### src/rtl/conv_window_fetch.sv
// Raster scan of every 3x3 window of an H x W signed 8-bit image: fetch nine
// taps from a 1-cycle-latency memory, then hold the window until it is accepted.
module conv_window_fetch #(
  parameter int W        = 28,
  parameter int H        = 28,
  parameter int ADDR_LEN = 9
) (
  input  logic                clk,
  input  logic                rst,
  input  logic                start,
  input  logic                ready,
  input  logic signed [7:0]   mem_rdata,
  output logic                mem_en,
  output logic [ADDR_LEN:0]   mem_addr,
  output logic signed [7:0]   image_data0,
  output logic signed [7:0]   image_data1,
  output logic signed [7:0]   image_data2,
  output logic signed [7:0]   image_data3,
  output logic signed [7:0]   image_data4,
  output logic signed [7:0]   image_data5,
  output logic signed [7:0]   image_data6,
  output logic signed [7:0]   image_data7,
  output logic signed [7:0]   image_data8,
  output logic [4:0]          i,
  output logic [4:0]          j,
  output logic                add,
  output logic                busy,
  output logic                done
);

  localparam int AW = ADDR_LEN + 1;

  // Handshake: a window transfers on a rising edge where add=1 and ready=1;
  // while ready=0 the presented window and all outputs stay frozen.
  typedef enum logic [2:0] {IDLE, FETCH, LAST, VALID, DONE} state_t;
  state_t state, state_nxt;

  logic [3:0]        k;
  logic [1:0]        r;
  logic [1:0]        c;
  logic signed [7:0] taps [9];
  logic              last_col;
  logic              last_row;
  logic [AW-1:0]     row_a;
  logic [AW-1:0]     col_a;

  assign last_col = (j == 5'(W - 3));
  assign last_row = (i == 5'(H - 3));

  // k stays at 8 after the fetch, so the address holds its last value
  assign row_a    = AW'(i) + AW'(r);
  assign col_a    = AW'(j) + AW'(c);
  assign mem_addr = row_a * AW'(W) + col_a;

  always_ff @(posedge clk or posedge rst) begin
    if (rst) state <= IDLE;
    else     state <= state_nxt;
  end

  always_comb begin
    state_nxt = state;
    case (state)
      IDLE:  if (start) state_nxt = FETCH;
      FETCH: if (k == 4'd8) state_nxt = LAST;
      LAST:  state_nxt = VALID;
      VALID: if (ready) state_nxt = (last_col && last_row) ? DONE : FETCH;
      DONE:  state_nxt = IDLE;
      default: state_nxt = IDLE;
    endcase
  end

  always_comb begin
    mem_en = (state == FETCH);
    add    = (state == VALID);
    done   = (state == DONE);
    busy   = (state != IDLE);
  end

  always_ff @(posedge clk or posedge rst) begin
    if (rst) begin
      i <= '0;
      j <= '0;
      k <= '0;
      r <= '0;
      c <= '0;
      for (int n = 0; n < 9; n++) taps[n] <= '0;
    end else begin
      case (state)
        IDLE: begin
          if (start) begin
            i <= '0;
            j <= '0;
            k <= '0;
            r <= '0;
            c <= '0;
          end
        end
        FETCH: begin
          // read data lags the address by one cycle
          if (k != 4'd0) taps[k - 4'd1] <= mem_rdata;
          if (k != 4'd8) begin
            k <= k + 4'd1;
            if (c == 2'd2) begin
              c <= '0;
              r <= r + 2'd1;
            end else begin
              c <= c + 2'd1;
            end
          end
        end
        LAST: taps[8] <= mem_rdata;
        VALID: begin
          if (ready && !(last_col && last_row)) begin
            k <= '0;
            r <= '0;
            c <= '0;
            if (!last_col) begin
              j <= j + 5'd1;
            end else begin
              j <= '0;
              i <= i + 5'd1;
            end
          end
        end
        default: ;
      endcase
    end
  end

  assign image_data0 = taps[0];
  assign image_data1 = taps[1];
  assign image_data2 = taps[2];
  assign image_data3 = taps[3];
  assign image_data4 = taps[4];
  assign image_data5 = taps[5];
  assign image_data6 = taps[6];
  assign image_data7 = taps[7];
  assign image_data8 = taps[8];

endmodule
### config.mk
export PLATFORM = sky130hd
export DESIGN_NAME = conv_window_fetch
export DESIGN_NICKNAME = d
export VERILOG_FILES = /design/src/rtl/conv_window_fetch.sv
export SDC_FILE = /design/constraint.sdc
export NUM_CORES = 1
export LEC_CHECK = 0
export ABC_AREA = 1
export CORE_MARGIN = 5
export CORE_UTILIZATION = 52
export DETAILED_ROUTE_END_ITERATION = 8
export GPL_TIMING_DRIVEN = 1
export PLACE_DENSITY = 0.81
export SLEW_MARGIN = 20
export SYNTH_ARGS = -nofsm -noshare
export SYNTH_HDL_FRONTEND = slang
export SYNTH_SLANG_ARGS = --single-unit
export TNS_END_PERCENT = 100
### constraint.sdc
create_clock -name clk -period 5.5 [get_ports clk]
set_input_delay 1.1 -clock clk [delete_from_list [all_inputs] [get_ports clk]]
set_output_delay 1.1 -clock clk [all_outputs]
set_load 0.02 [all_outputs]
Yosys cells after proc, flatten, opt, wreduce, memory -nomap -nowiden
Cells that the tools add are included.

storage, ports and cells
  bits in registers = 93

operators by class
  $add $sub $neg = 9
  multipliers = 1
  magnitude comparators = 2
  eq/ne operators = 17
  multiplexer cells = 29
  bitwise logic cells = 1
  reductions and logical operators = 17

operator list
  cell                                                                  count
  72-bit bitwise mux                                                    1
  8-bit demux with 4-bit select                                         1
  5-bit 2-to-1 mux                                                      5
  5-bit one-hot mux with 2 select lines                                 2
  8-bit 2-to-1 mux                                                      2
  8-bit one-hot mux with 2 select lines                                 1
  5-bit by 2-bit adder with 6-bit output                                2
  2-bit 2-to-1 mux                                                      6
  3-bit 2-to-1 mux                                                      4
  4-bit 2-to-1 mux                                                      3
  2-bit by 1-bit != test with 1-bit output, second input constant       6
  2-bit one-hot mux with 3 select lines                                 2
  3-bit one-hot mux with 4 select lines                                 1
  4-bit one-hot mux with 3 select lines                                 1
  10-bit by 6-bit adder with 10-bit output                              1
  5-bit by 1-bit adder with 5-bit output, second input constant         2
  5-bit == test, second input constant                                  2
  6-bit by 3-bit multiplier with 8-bit output, second input constant    1
  4-bit AND reduction                                                   2
  3-bit by 2-bit == test with 1-bit output, second input constant       2
  3-bit AND reduction                                                   2
  3-bit nonzero test                                                    2
  5-bit greater-or-equal comparator, second input constant              1
  5-bit by 1-bit < comparator with 1-bit output, second input constant  1
  17 further kinds                                                      23

Longest topological paths before layout
  word-level depth = 9
  mapped depth = 19

Least setup slack after synthesis
Ideal clock, no wire load.

  path type = reg-to-output
  start = register i[0]
  end = output mem_addr[6]
  arrival = 3.404 ns
  setup slack = 0.996 ns
  cell stages (with the launch flop) = 14
  cell sequence = dfrtp_1 -> ha_1 -> fa_1 -> nand2_1 -> inv_1 -> nor2_1 -> fa_1 -> ha_1 -> inv_1 -> fa_1 -> nor2_1 -> nand4_1 -> nand3_1 -> xor2_1

on the way
  longest elaborated chain between the ends = 3

ends and longest elaborated chain
  element                                      RTL line  RTL
  start, declared                              24        output logic [4:0] i,
  start signal, assigned                       121       i <= i + 5'd1;
  5-bit by 2-bit adder with 6-bit output       51        assign row_a = AW'(i) + AW'(r);
  6-bit by 3-bit multiplier with 8-bit output  53        assign mem_addr = row_a * AW'(W) + col_a;
  10-bit by 6-bit adder with 10-bit output     53
  end, declared                                14        output logic [ADDR_LEN:0] mem_addr,

No other way between the ends.

Final worst setup path
  start = register i[0]
  end = output mem_addr[5]

The elaborated chain is that of the path after synthesis.

==> results by group <==
Die
  – Die area: between 10000 and 15000 um^2
  – Core Region: roughly 9800 um^2
  – Chip height: about 110 um
  – FP Rows: 36
  – Boundary Pins: ~110
  – Initial Util: 0.531
  – Die X-Extent: ~110 um

Place
  – Gp weighted congestion: roughly 0.84
  – PortBufs: between 100 and 150
  – Setup WS pre-CTS: 0.323 ns
  – DP HPWL: ~9600 um
  – Dpl cell area: around 6300 um^2
  – Placed insts: between 800 and 900

Power
  – Static Leak: 3.20 nW
  – Design Power: 4.34 mW
  – PD cells: between 600 and 700 nW/um^2
  – Max IR drop VDD: 383 uV

Global routing
  – Pin count of the biggest net entering global routing: between 50 and 60
  – Antenna violations before repair: 0
  – Aggregate global-route resource usage: 0.229
  – Vias in the first global route: ~4500
  – Overflow left after global routing: 0
  – First-pass GRT wire length: 21800 um

Clock tree
  – Clock Tree Root: clkbuf_8
  – Sink Count: 93
  – Max clock buf depth: 2
  – Clock buffer count from CTS: 9
  – Clk Latency, worst-skew pair: between 0.3 and 0.4 ns
  – CTS tree: done
  – CTS H-tree depth: 3
  – Hold bufs inserted after CTS: 0
  – Setup bufs post-CTS: 0
  – Clock transition at path regs: approximately 0.10 ns

Hold path
  – Hold EP: image_data3[1]$_DFFE_PP0P_
  – Hold Crit Depth: 2
  – Hold Path Origin: image_data3[1]$_DFFE_PP0P_
  – Hold Crit Class: flip-flop to flip-flop

Cells and area
  – Most frequent cells in the layout: 233 x nand2_1, 103 x clkdlybuf4s50_1, 93 x dfrtp_1, 52 x o21ai_1, 49 x inv_1
  – Final cell count without fillers: between 800 and 900
  – Fin area: about 6500 um^2
  – Most common cell after layout, fill and taps aside: nand2_1
  – Layout area overhead: 26.0%
  – Layout net count: between 700 and 800
  – Register area: 2330 um^2
  – Share of layout cells above drive strength 1: 0.0659
  – Fill count: 812
  – N_diodes: 0
  – Area of the multi-input gates: ~2600 um^2
  – Finished Core Util: 0.669

Worst setup path
  – Worst Setup Path Type: flip-flop to output pin
  – Critical path required time: roughly 4.4 ns
  – FF-to-FF setup slack: approximately 3.4 ns
  – FF-to-FF path depth: 10
  – Worst Path Arrival: ~4 ns
  – Crit path max fanout: 7
  – CP Launch Type: flip-flop
  – Worst Setup End Kind: output pin
  – Reg2reg end: i[4]$_DFFE_PP0P_
  – Reg-to-Reg Start: j[1]$_DFFE_PP0P_

Logic synthesis
  – Synthesized flop and latch total: 93
  – Syn nets: ~680
  – Post-Syn Area: roughly 5200 um^2
  – Post-synthesis average cell area: about 8 um^2
  – Syn Inst Count: between 600 and 700
  – Cell taking the most area after synthesis: dfrtp_1
  – Library cells used by synthesis: 32
  – Register area share after synthesis: 0.449
  – Number of flops mapped to enable cells by yosys: 0
  – Post-synth top flop: dfrtp_1
  – Top cell type's share of synthesized area: 0.449
  – Asr flop ratio synth: 1.00
  – Synth top area cells: dfrtp_1 45%, nand2_1 17%, ha_1 5.5%
  – Yosys warning count: 0

Detailed routing
  – Vias: roughly 4600
  – Routed Antenna Nets: 0
  – DRT iter0 DRCs: 216
  – Vias/cell: roughly 5.2
  – DR pass1 iterations: 5
  – Wirelength, routed: roughly 13000 um
  – Drt drc: 0
  – WL/cell: about 15 um

Timing
  – Tcrit/Tclk final: 0.944
  – Slew Viols, Final: 0
  – Peak Freq: about 190 MHz
  – Setup_tns: 0 ns
  – RSZ-0062 raised after global routing: false
  – Min cycle time layout: 5.19 ns
  – Worst Tran Pin Value: around 0.67 ns
  – Max_slew headroom: 0.553
  – Clock Skews: ~0.011 ns
  – Hold Worst Slack: 0.484 ns
  – Endpoints failing setup: 0
  – Final Hold Fails: 0
  – Final Worst Setup Slack: around 0.3 ns

Run status
  – Status: finished clean

Run
  – Max-Cap Viols: 0
## worst max path at each step
stage | start | end | cells after the start
floorplan | i[0]$_DFFE_PP0P_ | mem_addr[6] | 13
global placement | i[0]$_DFFE_PP0P_ | mem_addr[8] | 17
detailed placement | i[0]$_DFFE_PP0P_ | mem_addr[8] | 17
CTS | i[0]$_DFFE_PP0P_ | mem_addr[8] | 17
global route | i[0]$_DFFE_PP0P_ | mem_addr[5] | 14
finish | i[0]$_DFFE_PP0P_ | mem_addr[5] | 14
## Yosys cell counts (8+ instances only)
master	instances
buf_2	8
dfrtp_1	93
clkbuf_1	10
nor2_4	10
inv_1	50
nand3_1	41
o21ai_1	52
o21ai_0	23
xor2_1	12
ha_1	23
nand2_1	233
nor2_1	31
## layout make-up
| type | count | share of cell area |
|---|---|---|
| Multi-Input combinational cell | 472 | 0.392 |
| Tap cell | 133 | 0.0254 |
| Sequential cell | 93 | 0.356 |
| Inverter | 54 | 0.0312 |
| Clock buffer | 10 | 0.0210 |
| Timing Repair Buffer | 108 | 0.166 |
| Clock inverter | 6 | 0.00785 |
## cell families (layout without fill, tap and decap cells)
logic type               Yosys count  count (layout)  share of synthesized area
AO/OA/AOI/OAI                     84              84                     0.0827
buffers and inverters             76             178                     0.0598
adder cells (fa/ha/maj)           30              30                     0.0825
AND/OR/NAND/NOR                  340             340                      0.292
XOR/XNOR                          18              18                     0.0340
flip-flops                        93              93                      0.449
## layer usage
layer / track usage / part of all wire / wire length [um]
met5: 0 / 0 / 0
met4: 0.0837 / 0.022 / 293
met3: 0.0341 / 0.054 / 704
met2: 0.376 / 0.50 / 6560
met1: 0.308 / 0.43 / 5600
## critical path, stage by stage, from the launching register on
cell and delay [ns]:
dfrtp_1 0.46, ha_1 0.26, fa_1 0.42, nand2_1 0.10
inv_1 0.07, nor2_2 0.17, fa_1 0.45, ha_1 0.31
ha_1 0.29, inv_1 0.07, o21bai_1 0.18, nor2_1 0.08
o21ai_0 0.09, xor2_1 0.17, clkdlybuf4s50_1 0.62
## sequential cells by signal, indices dropped and copies added (netlist names)
register and flops:
image_data6 8, k 4, image_data2 8, j 5, image_data4 8, image_data5 8, state 3, image_data7 8
image_data1 8, i 5, c 2, image_data3 8, r 2, image_data0 8, image_data8 8
## timing repair
item / CTS / global route
gates cloned: 0 / 0
resized for setup: 1 / 6
endpoints found under the setup margin: 1 / 4
## report_power, final
group	internal, mW	switching (mW)	total (mW)
Combinational	1.06	1.62	2.68
Clock	0.183	0.256	0.439
Sequential	0.998	0.226	1.22
Total	2.24	2.10	4.34
Note: power is estimated with default switching activity, not from simulation.
